`src/rtl/trace_capture_buffer.sv`:
```
// Circular trace buffer: records {pc, instr, mar} samples around a trigger event,
// then drains them oldest-first through a valid/ready read port.
module trace_capture_buffer #(
   parameter int PC_W    = 32,
   parameter int INSTR_W = 32,
   parameter int MAR_W   = 32,
   parameter int DEPTH   = 16,
   parameter int POST_W  = 8,
   parameter int PTR_W   = $clog2(DEPTH)
) (
   input  logic               clk,
   input  logic               reset,
   input  logic               cap_valid,
   input  logic [PC_W-1:0]    cap_pc,
   input  logic [INSTR_W-1:0] cap_instr,
   input  logic [MAR_W-1:0]   cap_mar,
   input  logic               arm,
   input  logic [1:0]         trig_mode,
   input  logic [31:0]        trig_value,
   input  logic [POST_W-1:0]  post_len,
   input  logic               rd_ready,
   output logic               rd_valid,
   output logic [PC_W-1:0]    rd_pc,
   output logic [INSTR_W-1:0] rd_instr,
   output logic [MAR_W-1:0]   rd_mar,
   output logic [1:0]         state,
   output logic [PTR_W:0]     count,
   output logic               wrapped
);

   typedef enum logic [1:0] {
      ST_IDLE  = 2'd0,
      ST_ARMED = 2'd1,
      ST_POST  = 2'd2,
      ST_DONE  = 2'd3
   } state_e;

   localparam logic [PTR_W:0]    FULL_C     = (PTR_W+1)'(DEPTH);
   localparam logic [PTR_W:0]    CNT_ONE_C  = (PTR_W+1)'(1);
   localparam logic [PTR_W-1:0]  PTR_ONE_C  = PTR_W'(1);
   localparam logic [POST_W-1:0] POST_ONE_C = POST_W'(1);

   state_e              state_q, state_d;
   logic [PTR_W-1:0]    wr_ptr_q, wr_ptr_d;
   logic [PTR_W-1:0]    rd_ptr_q, rd_ptr_d;
   logic [PTR_W:0]      count_q, count_d;
   logic                wrapped_q, wrapped_d;
   logic [POST_W-1:0]   post_q, post_d;
   logic                wr_en_s;
   logic                trig_hit_s;
   logic                rd_valid_s;

   logic [PC_W-1:0]     pc_mem_q    [DEPTH];
   logic [INSTR_W-1:0]  instr_mem_q [DEPTH];
   logic [MAR_W-1:0]    mar_mem_q   [DEPTH];

   assign rd_valid_s = (state_q == ST_DONE) && (count_q != {(PTR_W+1){1'b0}});

   // Trigger comparator for the current capture sample
   always_comb begin
      trig_hit_s = 1'b0;
      case (trig_mode)
         2'd0:    trig_hit_s = 1'b1;
         2'd1:    trig_hit_s = (cap_pc == trig_value[PC_W-1:0]);
         2'd2:    trig_hit_s = (cap_instr[31:26] == trig_value[5:0]);
         default: trig_hit_s = 1'b0;
      endcase
   end

   // Next-state logic: arm restart, capture/trigger sequencing and read-out
   always_comb begin
      state_d   = state_q;
      wr_ptr_d  = wr_ptr_q;
      rd_ptr_d  = rd_ptr_q;
      count_d   = count_q;
      wrapped_d = wrapped_q;
      post_d    = post_q;
      wr_en_s   = 1'b0;
      if (arm) begin
         state_d   = ST_ARMED;
         wr_ptr_d  = {PTR_W{1'b0}};
         rd_ptr_d  = {PTR_W{1'b0}};
         count_d   = {(PTR_W+1){1'b0}};
         wrapped_d = 1'b0;
         post_d    = {POST_W{1'b0}};
      end else begin
         case (state_q)
            ST_ARMED, ST_POST: begin
               if (cap_valid) begin
                  wr_en_s  = 1'b1;
                  wr_ptr_d = wr_ptr_q + PTR_ONE_C;
                  if (count_q == FULL_C) begin
                     wrapped_d = 1'b1;
                  end else begin
                     count_d = count_q + CNT_ONE_C;
                  end
                  if (state_q == ST_ARMED) begin
                     if (trig_hit_s) begin
                        if (post_len == {POST_W{1'b0}}) begin
                           state_d = ST_DONE;
                        end else begin
                           state_d = ST_POST;
                           post_d  = post_len;
                        end
                     end else begin
                        state_d = ST_ARMED;
                     end
                  end else begin
                     post_d = post_q - POST_ONE_C;
                     if (post_q == POST_ONE_C) begin
                        state_d = ST_DONE;
                     end else begin
                        state_d = ST_POST;
                     end
                  end
                  // Point the reader at the oldest surviving entry
                  if (state_d == ST_DONE) begin
                     rd_ptr_d = wr_ptr_d - count_d[PTR_W-1:0];
                  end else begin
                     rd_ptr_d = rd_ptr_q;
                  end
               end else begin
                  state_d = state_q;
               end
            end
            ST_DONE: begin
               if (rd_valid_s && rd_ready) begin
                  rd_ptr_d = rd_ptr_q + PTR_ONE_C;
                  count_d  = count_q - CNT_ONE_C;
               end else begin
                  rd_ptr_d = rd_ptr_q;
               end
            end
            default: state_d = state_q;
         endcase
      end
   end

   // Control state registers
   always_ff @(posedge clk or negedge reset) begin
      if (!reset) begin
         state_q   <= ST_IDLE;
         wr_ptr_q  <= {PTR_W{1'b0}};
         rd_ptr_q  <= {PTR_W{1'b0}};
         count_q   <= {(PTR_W+1){1'b0}};
         wrapped_q <= 1'b0;
         post_q    <= {POST_W{1'b0}};
      end else begin
         state_q   <= state_d;
         wr_ptr_q  <= wr_ptr_d;
         rd_ptr_q  <= rd_ptr_d;
         count_q   <= count_d;
         wrapped_q <= wrapped_d;
         post_q    <= post_d;
      end
   end

   // Sample storage, deliberately not reset
   always_ff @(posedge clk) begin
      if (wr_en_s) begin
         pc_mem_q[wr_ptr_q]    <= cap_pc;
         instr_mem_q[wr_ptr_q] <= cap_instr;
         mar_mem_q[wr_ptr_q]   <= cap_mar;
      end
   end

   // Read data is zeroed whenever no entry is being presented
   always_comb begin
      if (rd_valid_s) begin
         rd_pc    = pc_mem_q[rd_ptr_q];
         rd_instr = instr_mem_q[rd_ptr_q];
         rd_mar   = mar_mem_q[rd_ptr_q];
      end else begin
         rd_pc    = {PC_W{1'b0}};
         rd_instr = {INSTR_W{1'b0}};
         rd_mar   = {MAR_W{1'b0}};
      end
   end

   assign rd_valid = rd_valid_s;
   assign state    = state_q;
   assign count    = count_q;
   assign wrapped  = wrapped_q;

endmodule

```
`config.mk`:
```
export PLATFORM = sky130hd
export DESIGN_NAME = trace_capture_buffer
export DESIGN_NICKNAME = d
export VERILOG_FILES = /design/src/rtl/trace_capture_buffer.sv
export SDC_FILE = /design/constraint.sdc
export NUM_CORES = 1
export LEC_CHECK = 0
export BUFFER_PORTS_ARGS = -buffer_cell sky130_fd_sc_hd__buf_2
export CAP_MARGIN = 10
export CORE_MARGIN = 4
export CORE_UTILIZATION = 45
export DETAILED_ROUTE_END_ITERATION = 10
export GPL_TIMING_DRIVEN = 0
export SYNTH_ARGS = -nofsm -noshare
export SYNTH_HDL_FRONTEND = slang
export SYNTH_SLANG_ARGS = --single-unit
```
`constraint.sdc`:
```
create_clock -name clk -period 4.1 [get_ports clk]
set_input_delay 0.41 -clock clk [delete_from_list [all_inputs] [get_ports clk]]
set_output_delay 0.41 -clock clk [all_outputs]
set_load 0.02 [all_outputs]
```
**Word level (Yosys, flattened, before mapping)**

Memory sizes are Yosys's and may differ from the RTL's.
Index checks and enable logic that the tools add are counted.

- Bits in registers: 24
- Latch bits: 0
- Bits in writable memories: 1536
- Memory bits (read-only): 0
- Output and inout bits: 105
- Word-level logic and storage cells: 93
- Memories kept: 3

- $add $sub $neg: 6
- Multiply operators: 0
- Divide/modulo/power cells: 0
- Magnitude comparators: 0
- Equal/unequal tests: 16
- Shift-type cells: 0
- Mux-type cells: 45
- Bitwise gates (word level): 0
- Reductions and logical operators: 16

Memory list:

| memory | depth | bits a word | read ports | clocked after memory_dff | write ports | line | text |
|---|---|---|---|---|---|---|---|
| instr_mem_q | 16 | 32 | 1 | 0 | 1 | 54 | `logic [INSTR_W-1:0] instr_mem_q [DEPTH];` |
| mar_mem_q | 16 | 32 | 1 | 0 | 1 | 55 | `logic [MAR_W-1:0] mar_mem_q [DEPTH];` |
| pc_mem_q | 16 | 32 | 1 | 0 | 1 | 53 | `logic [PC_W-1:0] pc_mem_q [DEPTH];` |

Operators with widths:

| cell | number |
|---|---|
| 2-to-1 mux 32 bit | 3 |
| 2-to-1 mux 8 bit | 6 |
| 2-to-1 mux 5 bit | 7 |
| == test 32 bit | 1 |
| 2-to-1 mux 4 bit | 7 |
| 2-to-1 mux 2 bit | 8 |
| inequality test 3 bit, second input constant | 5 |
| AND reduction 4 bit | 3 |
| 2-to-1 mux 1 bit | 11 |
| case mux 5 bit (2 select lines) | 1 |
| adder 4 x 1 -> 4 bit, second input constant | 2 |
| == test 2 bit, second input constant | 4 |
| == test 8 x 1 -> 1 bit, second input constant | 1 |
| zero test 8 bit | 1 |
| case mux 4 bit (2 select lines) | 1 |
| subtractor 8 x 1 -> 8 bit, second input constant | 1 |
| == test 6 bit | 1 |
| AND reduction 3 bit | 2 |
| nonzero test 2 bit | 3 |
| adder 5 x 1 -> 5 bit, second input constant | 1 |
| == test 5 bit, second input constant | 1 |
| nonzero test 5 bit | 1 |
| subtractor 5 x 1 -> 5 bit, second input constant | 1 |
| == test 2 x 1 -> 1 bit, second input constant | 2 |
| other kinds (8) | 9 |

**Longest topological paths before layout**

Gate-level depths: netlist (run 1).

- Depth in word-level cells: 12
- Gate-level depth with buffers: 13
- Gate-level depth less buffers: 13

**Worst setup path after synthesis (run 1)**

Ideal clock, no wire load.

- Path kind: flip-flop to flip-flop
- Start point: register state_q[1], in the netlist state[1]
- End point: memory instr_mem_q[0][0], enable pin
- Library setup time: 465 ps
- Arrival time: 3797 ps
- Data required time: 3635 ps
- Path slack: -162 ps
- Stages on the path, launching flop included: 8
- Buffers on the path: 1
- Period minus slack after synthesis: 4262 ps
- Path through: dfrtp_1 -> inv_1 -> ha_1 -> inv_1 -> nand2_1 -> clkbuf_1 -> nor4_1 -> and2_1

- Longest elaborated chain between the ends: 6
- Elaborated cells on any way between the ends: 7
- Those cells by class: eq/ne (2); mux (4); reduce/logical (1)

Ends and longest elaborated chain:

| item | line | text |
|---|---|---|
| start: declaration | 43 | `state_e state_q, state_d;` |
| start signal: assignment | 149 | `state_q <= state_d;` |
| == test 2 x 1 -> 1 bit / == test 2 bit (equally long branches) | 87 | `case (state_q)` |
| OR reduction 2 bit * | 87 |  |
| 2-to-1 mux 1 bit * | 87 |  |
| 2-to-1 mux 1 bit * | 79 | `if (arm) begin` |
| 2-to-1 mux 1 bit * | 160 | `if (wr_en_s) begin` |
| 2-to-1 mux 1 bit (not written as such) * | 162 | `instr_mem_q[wr_ptr_q] <= cap_instr;` |
| end: declaration | 54 |  |

Mark *: on every way between the ends. The rest lies on a longest branch, timed or not.

**Worst setup path in the final report (run 1)**

- Start point: register count_q[0], in the netlist count[0]
- End point: output port rd_instr[29]

- Longest elaborated chain between the ends: 3

Ends and longest elaborated chain:

| item | line | text |
|---|---|---|
| start: declaration | 46 | `logic [PTR_W:0] count_q, count_d;` |
| start signal: assignment | 145 | `count_q <= {(PTR_W+1){1'b0}};` |
| start signal: assignment | 152 | `count_q <= count_d;` |
| nonzero test 5 bit | 57 | `assign rd_valid_s = (state_q == ST_DONE) && (count_q != {(PTR_W+1){1'b0}});` |
| logical AND 1 bit | 57 |  |
| 2-to-1 mux 32 bit | 169 | `if (rd_valid_s) begin` |
| end: declaration | 24 | `output logic [INSTR_W-1:0] rd_instr,` |

Every way passes these cells.

==> results of run 1 <==
-- where the power goes --
group / switching, W / internal (W)
clock: 0.00573 / 0.00782
sequential: 0.0000930 / 0.0177
combinational: 0.00485 / 0.00467
-- timing repair --
item | in CTS | in global routing
pin swaps | 1 | 0
gates cloned | 0 | 0
endpoints found under the setup margin | 97 | 57
hold buffers | 74 | 0
hold endpoints to repair | 1129 | 0
resized for setup | 109 | 15
setup buffers | 1 | 0
-- stage by stage --
step                      hold slack, ps  power, W  cells  utilization [%]
after detailed placement             436    0.0277   4574             48.6
after floorplan                      114    0.0246   2526                -
final                               62.9    0.0409   4921             52.9
after global routing                24.7    0.0424   4916             52.9
after global placement               436    0.0275   4541             47.9
after CTS                           2.59    0.0413   4916             52.9
-- flip-flops by register name (all words and copies together), names as in the netlist --
name / flops
instr_mem_q: 512
state: 2
wr_ptr_q: 4
rd_ptr_q: 4
pc_mem_q: 512
wrapped: 1
post_q: 8
mar_mem_q: 512
count: 5
-- cell usage in the layout (no fill, tap or decap), drive strengths merged, types with 2 or more instances in the layout --
cell type       n
nor2b          82
nand4           8
xor2           12
buf           337
nor2           22
dfrtp          24
nor4            6
mux4          480
a21boi          3
ha             14
nand3           8
or4             5
a21oi          17
clkbuf        273
a31oi           4
nand4b          2
a221oi          2
nor3            8
diode           5
and3            2
o21ai          22
edfxtp       1536
bufinv         14
mux2i           3
nand3b          4
and2           16
or3             4
and2b          18
xnor2          39
a211oi          3
inv            25
clkinv         44
nand2          15
o41ai           2
o31ai           4
dlygate4sd3    74
-- layer usage --
layer / global-route usage, % / share of wire [%]
met4: 5.64 / 2.2
met1: 29.2 / 40
met5: 0 / 0.027
met3: 4.29 / 7.0
met2: 36.3 / 51
-- worst paths after layout --
check                                 start            endpoint  slack [ps]  cells after the start
worst min register to register      wrapped             wrapped         500                      2
worst max register to register     state[1]  instr_mem_q[6][12]         750                     11
worst min-delay path            post_len[6]           post_q[6]          60                      3
max in group asynchronous             reset         rd_ptr_q[2]        3500                      2
worst max-delay path               count[0]        rd_instr[29]         130                      8
min in group asynchronous             reset           post_q[6]         180                      2
-- synth_stat cells (15+ instances only) --
cell type     n  area [sq um]
edfxtp_1   1536         46100
mux4_2      480         10800
nor2b_1      82           513
clkbuf_1     73           274
xnor2_1      39           342
buf_2        30           150
dfrtp_1      24           601
nor2_1       21          78.8
o21ai_0      20           100
and2b_1      18           135
inv_1        17          63.8
and2_1       16           100
a21oi_1      15          75.1
nand2_1      15          56.3
-- critical path: stages, from the launching register on --
cell and delay [ps]:
dfrtp_1 440, inv_1 160, ha_1 220, or3b_2 530
o21ai_4 340, clkbuf_8 320, clkbuf_4 290, and2b_1 290
buf_2 200
-- cells by family after synthesis --
logic type,synth area share [%]
xor gates and xnor gates,0.737
adders and majority gates,0.322
AOI/OAI and AO/OA,0.747
muxes,17.9
DFF,77.1
buffers and inverters,1.13
and+or+nand+nor,2.05
-- final cells by class --
class | instances | area [sq um]
tap | 1768 | 2210
clock buffer | 201 | 4050
antenna | 5 | 12.5
inverter | 17 | 63.8
sequential | 1560 | 46700
timing repair buffer | 355 | 2890
buffer | 128 | 826
clock inverter | 67 | 712
multi-input combinational | 820 | 13200
fill | 10079 | 62900
==> results.sh, run 1 <==
export IMPL_status="completed"
export IMPL_synth_edf_count=1536
export IMPL_synth_cell_types=58
export IMPL_wirelength_um=151000
export IMPL_maxSlewViolCount=0
export IMPL_synth_ff_type="edfxtp_1"
export IMPL_final_cell_area_sq_um=70700
export IMPL_rsz0062_at_grt="false"
export IMPL_min_period_ps=3970
export IMPL_post_route_drc_count=0
export IMPL_cts_clk_slew_worst_paths_ps=70
export IMPL_core_sq_um=134000
export IMPL_avgSynthCellArea_sq_um=24.0
export IMPL_p_leak_nw=22.4
export IMPL_syn_area_sq_um=60600
export IMPL_dp_hpwl_um=90600
export IMPL_dieHeight_um=375
export IMPL_core_rowCount=134
export IMPL_crit_type="flip-flop to output pin"
export IMPL_placed_cell_area_sq_um=65000
export IMPL_maxCapViolCount=0
export IMPL_cts_tree="done"
export IMPL_routabilityCongestion=0.787
export IMPL_root_buffer="clkbuf_16"
export IMPL_path_max_fanout=10
export IMPL_ir_drop_mv=0.357
export IMPL_cp_end_kind="output pin"
export IMPL_setup_violations=0
export IMPL_yosys_register_bits=1560
export IMPL_insertion_delay_ps=770
export IMPL_fin_crit_sh_pct=96.8
export IMPL_die_area_sq_um=141000
export IMPL_grt_usage_pct=21.6
export IMPL_finalHoldViolCount=0
export IMPL_firstDrtPassIters=7
export IMPL_vias_per_cell=5.82
export IMPL_synthArstFlopShare_pct=1.54
export IMPL_antenna_left=0
export IMPL_synth_cells=2526
export IMPL_gr_total_overflow=0
export IMPL_fmax_mhz=252
export IMPL_fin_setup_tns_ps=0
export IMPL_numCtsBuffers=151
export IMPL_clkSinkCount=1560
export IMPL_syn_to_final_growth_pct=16.7
export IMPL_wire_per_inst_um=30.6
export IMPL_pre_cts_ws_ps=-589
export IMPL_yosysWarnings=0
export IMPL_io_buffers=247
export IMPL_initial_core_util_pct=45.4
export IMPL_drtIter0Drc=3376
export IMPL_hold_path_class="primary input to flip-flop"
export IMPL_cts_buffer_depth=3
export IMPL_cp_data_arrival_time_ps=3560
export IMPL_power_density_nw_per_um2=578
export IMPL_grt_pass1_vias=30203
export IMPL_finalWorstSetupSlack_ps=131
export IMPL_fin_skew_ps=23.6
export IMPL_syn_nets=2684
export IMPL_antenna_found_initial=18
export IMPL_slew_headroom_pct=24.3
export IMPL_worstPathRequired_ps=3690
export IMPL_worstMarginPinSlew_ps=1130
export IMPL_grt_max_degree=44
export IMPL_layout_drive_gt1_share_pct=34.5
export IMPL_die_w_um=375
export IMPL_ctsHtreeMaxLevel=4
export IMPL_final_nets=3191
export IMPL_ys_seq_area_share_pct=77.1
export IMPL_vias=28655
export IMPL_critical_path_startpoint_type="flip-flop"
export IMPL_grt_pass1_wl_um=215000
export IMPL_ios=248
(Power assumes the default switching activity.)
==> inputs of run 2 (changes only) <==
Settings changed: CORE_MARGIN 4 to 5.
==> run 2 against run 1 <==
  * Non-clock buffer count grew 9
  * Die area up 1.1%
  * Sequential cell count unchanged
  * Global-route usage up 0.21 points
  * Register-to-register slack got worse by 340 ps
  * Clock power increased by 4%
  * Sequential power about the same
  * First-iteration DRC count down 2.0%
  * Clock skew fell by 4.4 ps
  * Final cell count rose by 0.47%
  * Routed wire length grew 2.0%
  * Utilization increased by 0.25 points
  * Critical endpoint is now rd_pc[27]
==> results.sh, run 2 (synthesis results as in run 1) <==
export IMPL_hold_slack_ps=59.1
export IMPL_cts_clk_slew_worst_paths_ps=60
export IMPL_ir_drop_mv=0.404
export IMPL_hold_path_class="primary input to flip-flop"
export IMPL_syn_to_final_growth_pct=17.3
export IMPL_core_sq_um=134000
export IMPL_grt_max_degree=44
export IMPL_wire_per_inst_um=31.1
export IMPL_cp_end_kind="output pin"
export IMPL_gr_total_overflow=0
export IMPL_final_common_cell="edfxtp_1"
export IMPL_cp_data_arrival_time_ps=3600
export IMPL_final_cells=4944
export IMPL_hold_path_cell_count=3
export IMPL_core_rowCount=134
export IMPL_reg2reg_depth=8
export IMPL_setup_violations=0
export IMPL_layout_drive_gt1_share_pct=35.1
export IMPL_path_max_fanout=10
export IMPL_slew_headroom_pct=24.2
export IMPL_most_common_layout_cells="1536 x edfxtp_1, 480 x mux4_2, 263 x buf_2"
export IMPL_post_route_drc_count=0
export IMPL_ios=248
export IMPL_routabilityCongestion=0.779
export IMPL_crit_type="flip-flop to output pin"
export IMPL_vias_per_cell=5.84
export IMPL_power_density_nw_per_um2=583
export IMPL_insertion_delay_ps=770
export IMPL_grt_pass1_wl_um=219000
export IMPL_grt_pass1_vias=30721
export IMPL_final_nets=3203
export IMPL_cts_buffer_depth=3
export IMPL_antenna_found_initial=17
export IMPL_wirelength_um=154000
export IMPL_fin_skew_ps=19.2
export IMPL_multi_input_area_sq_um=13200
export IMPL_finalHoldViolCount=0
export IMPL_drtIter0Drc=3308
export IMPL_maxSlewViolCount=0
export IMPL_largestRegisters="instr_mem_q (512), mar_mem_q (512), pc_mem_q (512)"
export IMPL_p_leak_nw=22.6
export IMPL_finalPower_w=0.0415
export IMPL_fmax_mhz=249
export IMPL_dp_hpwl_um=91900
export IMPL_worstMarginPinSlew_ps=1140
export IMPL_io_buffers=247
export IMPL_die_area_sq_um=142000
export IMPL_antenna_left=0
export IMPL_numCtsBuffers=154
export IMPL_firstDrtPassIters=5
export IMPL_regArea_sq_um=46700
export IMPL_maxCapViolCount=0
export IMPL_die_w_um=377
export IMPL_grt_usage_pct=21.8
export IMPL_min_period_ps=4010
export IMPL_initial_core_util_pct=45.4
export IMPL_cts_tree="done"
export IMPL_fillCellCount=10088
export IMPL_rsz0062_at_grt="true"
export IMPL_status="completed"
export IMPL_dieHeight_um=377
export IMPL_fin_crit_sh_pct=97.9
export IMPL_ctsHtreeMaxLevel=4
export IMPL_critical_path_startpoint_type="flip-flop"
export IMPL_root_buffer="clkbuf_16"
export IMPL_clkSinkCount=1560
export IMPL_place_inst=4574
export IMPL_worstPathRequired_ps=3690
export IMPL_vias=28865
run 2: timing repair:
action / 4_1_cts / 5_1_grt
hold endpoints to repair: 1260 / 0
gates resized for setup: 108 / 18
endpoints found under the setup margin: 97 / 48
setup buffers: 1 / 1
hold buffers: 82 / 0
pin swaps: 1 / 1
run 2: path summary, 6_finish.rpt:
kind	slack [ps]	from	end
hold / removal	60	post_len[7]	post_q[7]
min in group asynchronous	170	reset	post_q[6]
setup / recovery	90	rd_ptr_q[2]	rd_pc[27]
hold reg to reg	500	wrapped	wrapped
max in group asynchronous	3510	reset	count[2]
setup reg to reg	410	state[0]	instr_mem_q[2][12]
run 2: where the power goes:
part | switching [W] | internal [W]
clock network | 0.00583 | 0.00816
logic | 0.00497 | 0.00468
registers | 0.0000740 | 0.0177
run 2: metrics by stage:
step / worst slack, ps / TNS (ps) / area (sq um) / util [%]
global placement: -3270 / -2133000 / 64100 / 47.9
detailed placement: -690 / -15660 / 65000 / 48.6
finish: 87.8 / 0 / 71100 / 53.2
floorplan: 17.8 / 0 / 60600 / -
CTS: 0.983 / 0 / 71000 / 53.1
global route: -13.5 / -52.2 / 71000 / 53.2
run 2: area by class of cell:
class,instances,area share (%)
Buffer,128,1.17
Tap cell,1768,3.11
Multi-Input combinational cell,820,18.6
Antenna cell,7,0.0247
Timing Repair Buffer,364,4.19
Clock buffer,199,5.90
Sequential cell,1560,65.8
Clock inverter,81,1.14
Inverter,17,0.0898
run 2: critical path: stages, from the launching register on:
cell and delay (ps):
dfrtp_1 330, clkbuf_1 520, buf_2 540, buf_2 470, mux4_2 640, nor2b_1 160
buf_2 160
run 2: routing by layer:
layer / GRT usage, % / routed length (um)
met2: 36.6 / 77500
met1: 29.1 / 61100
met4: 6.08 / 3660
met3: 4.78 / 11400
met5: 0 / 55
